### src/rtl/pc_sequencer.sv
// Program-counter sequencer: IDLE -> FETCH -> EXEC loop with stall, jump/branch
// redirection and an absorbing HALT state. Only an asynchronous reset leaves HALT.
module pc_sequencer #(
  parameter int             n            = 32,
  parameter logic [n-1:0]   RESET_VECTOR = '0
) (
  input  logic         clk,
  input  logic         rst_n,
  input  logic         stall,
  input  logic         branch_taken,
  input  logic [n-1:0] branch_target,
  input  logic         jump,
  input  logic [n-1:0] jump_target,
  input  logic         halt,
  input  logic         imem_ready,
  output logic         imem_req,
  output logic [n-1:0] imem_addr,
  output logic [n-1:0] pc,
  output logic [n-1:0] pc_plus4,
  output logic         instr_valid,
  output logic         halted,
  output logic [1:0]   state_dbg
);

  typedef enum logic [1:0] {
    IDLE  = 2'd0,
    FETCH = 2'd1,
    EXEC  = 2'd2,
    HALT  = 2'd3
  } state_t;

  // Loaded targets are forced word-aligned by clearing bits [1:0].
  localparam logic [n-1:0] ALIGN_MASK = {{(n-2){1'b1}}, 2'b00};
  localparam logic [n-1:0] FOUR       = {{(n-3){1'b0}}, 3'b100};

  state_t       state, state_nxt;
  logic [n-1:0] pc_nxt;
  logic         armed;

  // armed stays low for the first edge after reset release, so IDLE occupies
  // one full clock before FETCH no matter where in the cycle rst_n rose.
  always_ff @(posedge clk or negedge rst_n) begin
    if (!rst_n) begin
      state <= IDLE;
      pc    <= RESET_VECTOR;
      armed <= 1'b0;
    end else begin
      state <= state_nxt;
      pc    <= pc_nxt;
      armed <= 1'b1;
    end
  end

  assign pc_plus4  = pc + FOUR;
  assign imem_addr = pc;
  assign state_dbg = state;

  // Fetch handshake: imem_req stays high for every FETCH cycle and the
  // instruction is accepted on the first rising edge that also sees imem_ready=1;
  // imem_ready has no effect in any other state.
  always_comb begin
    state_nxt   = state;
    pc_nxt      = pc;
    imem_req    = 1'b0;
    instr_valid = 1'b0;
    halted      = 1'b0;
    case (state)
      IDLE: begin
        if (armed) state_nxt = FETCH;
      end
      FETCH: begin
        imem_req = 1'b1;
        if (imem_ready) state_nxt = EXEC;
      end
      EXEC: begin
        instr_valid = 1'b1;
        if (!stall) begin
          if (halt) begin
            state_nxt = HALT;
            pc_nxt    = pc_plus4;
          end else if (jump) begin
            state_nxt = FETCH;
            pc_nxt    = jump_target & ALIGN_MASK;
          end else if (branch_taken) begin
            state_nxt = FETCH;
            pc_nxt    = branch_target & ALIGN_MASK;
          end else begin
            state_nxt = FETCH;
            pc_nxt    = pc_plus4;
          end
        end
      end
      HALT: begin
        halted = 1'b1;
      end
      default: state_nxt = IDLE;
    endcase
  end

endmodule

### config.mk
export PLATFORM = sky130hd
export DESIGN_NAME = pc_sequencer
export DESIGN_NICKNAME = d
export VERILOG_FILES = /design/src/rtl/pc_sequencer.sv
export SDC_FILE = /design/constraint.sdc
export NUM_CORES = 1
export LEC_CHECK = 0
export ABC_AREA = 1
export BUFFER_PORTS_ARGS = -buffer_cell sky130_fd_sc_hd__clkbuf_2
export CORE_MARGIN = 2
export CORE_UTILIZATION = 47
export CTS_CLUSTER_SIZE = 40
export DETAILED_ROUTE_END_ITERATION = 7
export PLACE_DENSITY = 0.82
export SYNTH_ARGS = -nofsm -noshare
export SYNTH_HDL_FRONTEND = slang
export SYNTH_SLANG_ARGS = --single-unit
### constraint.sdc
create_clock -name clk -period 2.28 [get_ports clk]
set_clock_uncertainty 0.1 [all_clocks]
set_input_delay 0.342 -clock clk [delete_from_list [all_inputs] [get_ports clk]]
set_output_delay 0.342 -clock clk [all_outputs]
set_load 0.02 [all_outputs]
==> results of run 1 <==
[kinds of logic (layout without fill, tap and decap cells)]
group	count (synthesis)	count (layout)	synth area share
flip-flops	33	33	0.244
adder cells (fa/ha/maj)	7	7	0.0259
buffers and inverters	124	257	0.181
XOR/XNOR	8	8	0.0207
AND/OR/NAND/NOR	296	296	0.371
other	2	7	0.00222
AO/OA/AOI/OAI	101	101	0.155
[cell type report]
type	instances	share of cell area
clock buffers	6	0.0188
clock inverters	2	0.00856
inverters	66	0.0565
multi-input cells	419	0.472
flip-flops and latches	33	0.193
well taps	96	0.0274
repair buffers	183	0.224
[worst max-delay path, delay by kind of cell (launching register included)]
kind	cells	cell delay, ns
flops	1	0.40
buf+inv	3	0.36
simple gates	5	0.62
compound gates	1	0.15
[placed cells by master (no fill, tap or decap), types with 7 or more instances in the layout]
master | synthesis | routed
nand2_1 | 178 | 171
clkbuf_2 | 0 | 157
inv_1 | 66 | 66
a21oi_1 | 47 | 47
nand3_1 | 46 | 45
nor2_1 | 49 | 40
o21ai_0 | 35 | 35
buf_4 | 37 | 21
dfrtp_2 | 0 | 17
dfrtp_1 | 33 | 16
o21ai_1 | 11 | 11
nor2_4 | 4 | 10
nor2_2 | 6 | 9
xor2_1 | 7 | 7
conb_1 | 2 | 7
[per-layer routing]
metal	vias up	part of all wire	global-route usage	wire length (µm)
li1	2043	-	-	-
met1	1941	0.39	0.354	4540
met2	238	0.48	0.479	5580
met3	41	0.089	0.0457	1030
met4	0	0.036	0.118	414
met5	-	0	0	0
[power by group]
part	internal [mW]	switching, mW
clock network	0.356	0.248
logic	1.19	2.45
registers	0.889	0.550
total	2.43	3.25
[through the flow]
step	setup TNS [ns]	total power, mW	setup WS [ns]
3_3_place_gp	0	4.67	0.212
6_report	0	5.68	0.0114
2_1_floorplan	0	3.86	0.304
5_1_grt	-0.227	6.07	-0.0567
3_5_place_dp	0	4.76	0.157
4_1_cts	0	5.42	0.00763
[worst min path at each step]
stage,start,to,cells past startpoint
4_1_cts,rst_n,state_dbg[1],1
5_1_grt,rst_n,state_dbg[1],1
6_report,rst_n,state_dbg[0],1
3_3_place_gp,rst_n,state_dbg[0],1
2_1_floorplan,rst_n,armed,0
3_5_place_dp,rst_n,state_dbg[1],1
[what timing repair did]
item / 4_1_cts / 5_1_grt
gates resized for setup: 7 / 45
setup endpoints to repair: 15 / 18
pin swaps: 0 / 10
setup buffers: 2 / 10
[flip-flops by register name, summed over array words and instances, names as in the netlist]
signal,count
imem_addr,30
state_dbg,2
armed,1
==> out/summary.txt, run 1 <==
Ports -> 172
placed insts -> 785
Post-Syn Area -> 3380 µm²
CTS sink cnt -> 33
initial antenna violation count -> 0
status -> finished clean
R2R cell count -> 8
Worst R2R Setup Slack -> 0.39 ns
clk slew on worst S/H paths -> 0.08 ns
Hold Fails Final Rpt -> 0
HPWL after detailed placement -> 8.40 mm
Final period util -> 0.995
Worst slew margin -> 0.406
crit path capture -> pc_plus4[27]
area grow syn2layout -> 29.7%
dominant synthesized flop cell -> dfrtp_1
Final setup viols -> 0
yosys warns -> 0
largest net degree at the start of global routing -> 34
TritonCTS buffer count -> 5
largest cells by area after synthesis -> dfrtp_1, nand2_1, buf_4
sequential-to-total area share from yosys stat -> 0.244
CP Launch Type -> flip-flop
fin cells -> 805
Leak -> 2.47 nW
CORE AREA -> 6870 µm²
vias per inst -> 5.30
most frequent cells after synthesis -> nand2_1, inv_1, nor2_1, a21oi_1, nand3_1
die height -> 88.8 µm
Final Util -> 0.638
CTS max path bufs -> 2
GP Congestion -> 0.976
Mapped Cells -> 571
First-pass DRT Iterations -> 5
most common cell in the synthesized netlist -> nand2_1
Peak VDD IR -> 0.000716 V
EDFF count, synth -> 0
Slew Limit Fails -> 0
DIE AREA -> 7880 µm²
post-synth top area share -> 0.244
Non-Filler Cell Area, Final -> 4380 µm²
Multi-input gate area -> 2070 µm²
Largest stage delay, worst path -> 0.40 ns
CTS root buffer -> clkbuf_8
nature of the critical path endpoint -> output port
first-pass GRT wire length -> 17.3 mm
CP max-delay cell -> dfrtp_1
antenna viol nets, final -> 0
Worst EP required -> 1.84 ns
fin crit period -> 2.27 ns
Die W -> 88.8 µm
GR Overflow Total -> 0
hold_ws -> 0.0530 ns
DR iter-0 viols -> 247
CP dominant cell by count -> nor2_4
Total GRT Usage -> 0.282
PwrDens -> 1300 nW/µm²
FF-to-FF Start -> state_dbg[0]
CTS HTree Levels -> 2
Syn Area/Cell -> 5.92 µm²
nets -> 786
clk_lat worst skew -> 0.30 ns
FFs w/ async S/R, synth -> 1.00
Crit Path Max Fanout -> 5
WL/cell -> 14.4 µm
FF-to-FF End -> imem_addr[2]
fmax -> 441 MHz
port buffer count -> 161
layout cell share with drive strength beyond 1 -> 0.344
RSZ-0062 raised after global routing -> true
routed vias -> 4,263
Max Cap Viol -> 0
worst path cell trace -> buf_4 > inv_1 > nor2_4 > nand2_4 > nor2_4 > nand2_2 > o21ai_2 > nand2_1 > buf_6
WS Path Type -> flip-flop to output port
Hold WC Path Type -> primary input to async pin
Netlist cell types -> 29
row count -> 30
Worst Tran Pin Value -> 0.891 ns
vias in the first global route -> 3,708
Sequential cell area -> 847 µm²
n_diodes -> 0
TritonCTS clock tree -> built
FILL cells -> 625
area leader, netlist -> dfrtp_1
drc violations -> 0
Setup crit start -> imem_addr[2]
FF+latch count, synth -> 33
critical path arrival -> 1.83 ns
hold buffers post-CTS -> 0
aggregate routed wire length -> 11.6 mm
Starting Density -> 0.492
Post-DP Area -> 4040 µm²
No activity file was read; power rests on OpenSTA's default activity.
==> run 2: changes to the inputs <==
==> constraint.sdc (replaced) <==
create_clock -name clk -period 2.28 [get_ports clk]
set_clock_uncertainty 0.1 [all_clocks]
set_input_delay 0.684 -clock clk [delete_from_list [all_inputs] [get_ports clk]]
set_output_delay 0.684 -clock clk [all_outputs]
set_load 0.02 [all_outputs]
==> out/summary.txt, run 2 (synthesized netlist as in run 1, its figures left out) <==
Worst R2R Setup Slack -> -0.07 ns (-0.46 ns)
CTS HTree Levels -> 2 (unchanged)
flip-flop count of the largest register after layout -> 30 (unchanged)
R2R cell count -> 17 (+9)
routed vias -> 4,742 (+11%)
first-pass GRT wire length -> 19.1 mm (+10%)
fin crit period -> 2.64 ns (+0.376 ns)
placed insts -> 818 (+4.2%)
Final Util -> 0.761 (+0.123)
Non-Filler Cell Area, Final -> 5230 µm² (+19%)
FILL cells -> 501 (-20%)
vias in the first global route -> 4,179 (+13%)
clk slew on worst S/H paths -> 0.08 ns (about the same)
initial antenna violation count -> 0 (unchanged)
Worst Tran Pin Value -> 0.677 ns (-0.214 ns)
Worst EP required -> 1.50 ns (-0.34 ns)
row count -> 30 (unchanged)
clk_lat worst skew -> 0.30 ns (about the same)
Die W -> 88.8 µm (unchanged)
FF-to-FF Start -> imem_addr[7]
layout cell share with drive strength beyond 1 -> 0.454 (+0.110)
CP Launch Type -> flip-flop
HPWL after detailed placement -> 8.82 mm (+5.0%)
Tot Pwr -> 6.93 mW (+22%)
n_diodes -> 0 (unchanged)
Hold WC Path Type -> primary input to async pin
Leak -> 2.82 nW (+14%)
PwrDens -> 1330 nW/µm² (+2.3%)
CTS sink cnt -> 33 (unchanged)
most common cell after layout, fill and taps aside -> nand2_1
fin cells -> 858 (+6.6%)
Post-DP Area -> 4290 µm² (+6.2%)
most frequent cells in the layout -> nand2_1, clkbuf_2, buf_4, inv_1, a21oi_1
CTS max path bufs -> 2 (unchanged)
Starting Density -> 0.492 (unchanged)
RSZ-0062 raised after global routing -> true
GR Overflow Total -> 0 (unchanged)
hold_ws -> 0.300 ns (+0.247 ns)
WL/cell -> 16.4 µm (+14%)
hold buffers post-CTS -> 0 (unchanged)
DR iter-0 viols -> 490 (+98%)
Worst slew margin -> 0.549 (+0.143)
status -> finished, violations left
Crit Path Max Fanout -> 7 (+2)
Hold Fails Final Rpt -> 0 (unchanged)
FF-to-FF End -> imem_addr[21]
CORE AREA -> 6870 µm² (unchanged)
Setup WS pre-CTS -> -0.0386 ns (-0.196 ns)
CTS root buffer -> clkbuf_8
Sequential cell area -> 841 µm² (-0.74%)
vias per inst -> 5.53 (+4.4%)
largest net degree at the start of global routing -> 26 (-24%)
Final setup viols -> 28 (+28)
TritonCTS clock tree -> built
nature of the critical path endpoint -> output port
Max Cap Viol -> 0 (unchanged)
Slew Limit Fails -> 0 (unchanged)
Peak VDD IR -> 0.000856 V (+20%)
GP Congestion -> 0.993 (+1.7%)
port buffer count -> 161 (unchanged)
Final period util -> 1.16 (+0.165)
antenna viol nets, final -> 0 (unchanged)
First-pass DRT Iterations -> 5 (unchanged)
drc violations -> 0 (unchanged)
setup TNS -> -6.41 ns (-6.41 ns)
aggregate routed wire length -> 14.0 mm (+21%)
Total GRT Usage -> 0.313 (+0.0308)
area grow syn2layout -> 54.6%
fmax -> 378 MHz (-14%)
DIE AREA -> 7880 µm² (unchanged)
TritonCTS buffer count -> 5 (unchanged)
Ports -> 172 (unchanged)
nets -> 839 (+6.7%)
failing checks -> negative setup slack
setup slack after layout -> -0.365 ns (-0.376 ns)
WS Path Type -> flip-flop to output port
Multi-input gate area -> 2340 µm² (+13%)
critical path arrival -> 1.86 ns (+0.03 ns)
die height -> 88.8 µm (unchanged)
run 2: cell count changes in the layout (fill, tap and decap cells not counted), sizes merged:
cell,delta
clkbuf,-14
buf,+68
clkinvlp,-1
run 2: worst max path at each step:
stage / end / slack, ns / depth (start not counted) / startpoint
floorplan: pc_plus4[28] / 0.05 / 8 / imem_addr[3]
global placement: pc_plus4[26] / 0.004 / 8 / imem_addr[2]
detailed placement: pc_plus4[28] / -0.04 / 9 / imem_addr[3]
CTS: pc_plus4[28] / -0.23 / 9 / imem_addr[3]
global route: pc_plus4[20] / -0.41 / 7 / imem_addr[8]
finish: pc_plus4[20] / -0.36 / 7 / imem_addr[8]
run 2: power breakdown:
part / internal (mW) / leakage (nW) / switching (mW) / total [mW]
sequential: 0.881 / 0.387 / 0.427 / 1.31
clock: 0.357 / 0.0585 / 0.248 / 0.605
combinational: 2.00 / 2.37 / 3.02 / 5.02
total: 3.24 / 2.82 / 3.69 / 6.93
run 2: worst max-delay path, stage by stage, from the launching register on:
cell and delay [ns]:
dfrtp_1 0.40, nand2_1 0.21, nor2_2 0.21, nand2_4 0.15
nor2_4 0.13, nand4_1 0.17, nand2_1 0.14, clkbuf_8 0.15
run 2: what timing repair did:
| item | CTS | global route |
|---|---|---|
| gates resized for setup | 67 | 106 |
| setup buffers | 19 | 13 |
| setup endpoints to repair | 26 | 28 |
| pin swaps | 13 | 30 |
run 2: final cells by class:
class | instances | share of cell area
clock buffers | 7 | 0.0165
clock inverters | 1 | 0.00575
inverters | 66 | 0.0479
multi-input cells | 419 | 0.448
flip-flops and latches | 33 | 0.161
well taps | 96 | 0.0230
repair buffers | 236 | 0.298
run 2: per-layer routing:
| metal | track usage | routed length (µm) | vias to the layer above |
|---|---|---|---|
| met4 | 0.158 | 635 | 0 |
| met3 | 0.0588 | 1440 | 73 |
| met5 | 0 | 0 | - |
| met1 | 0.381 | 5060 | 2148 |
| li1 | - | - | 2140 |
| met2 | 0.526 | 6890 | 381 |
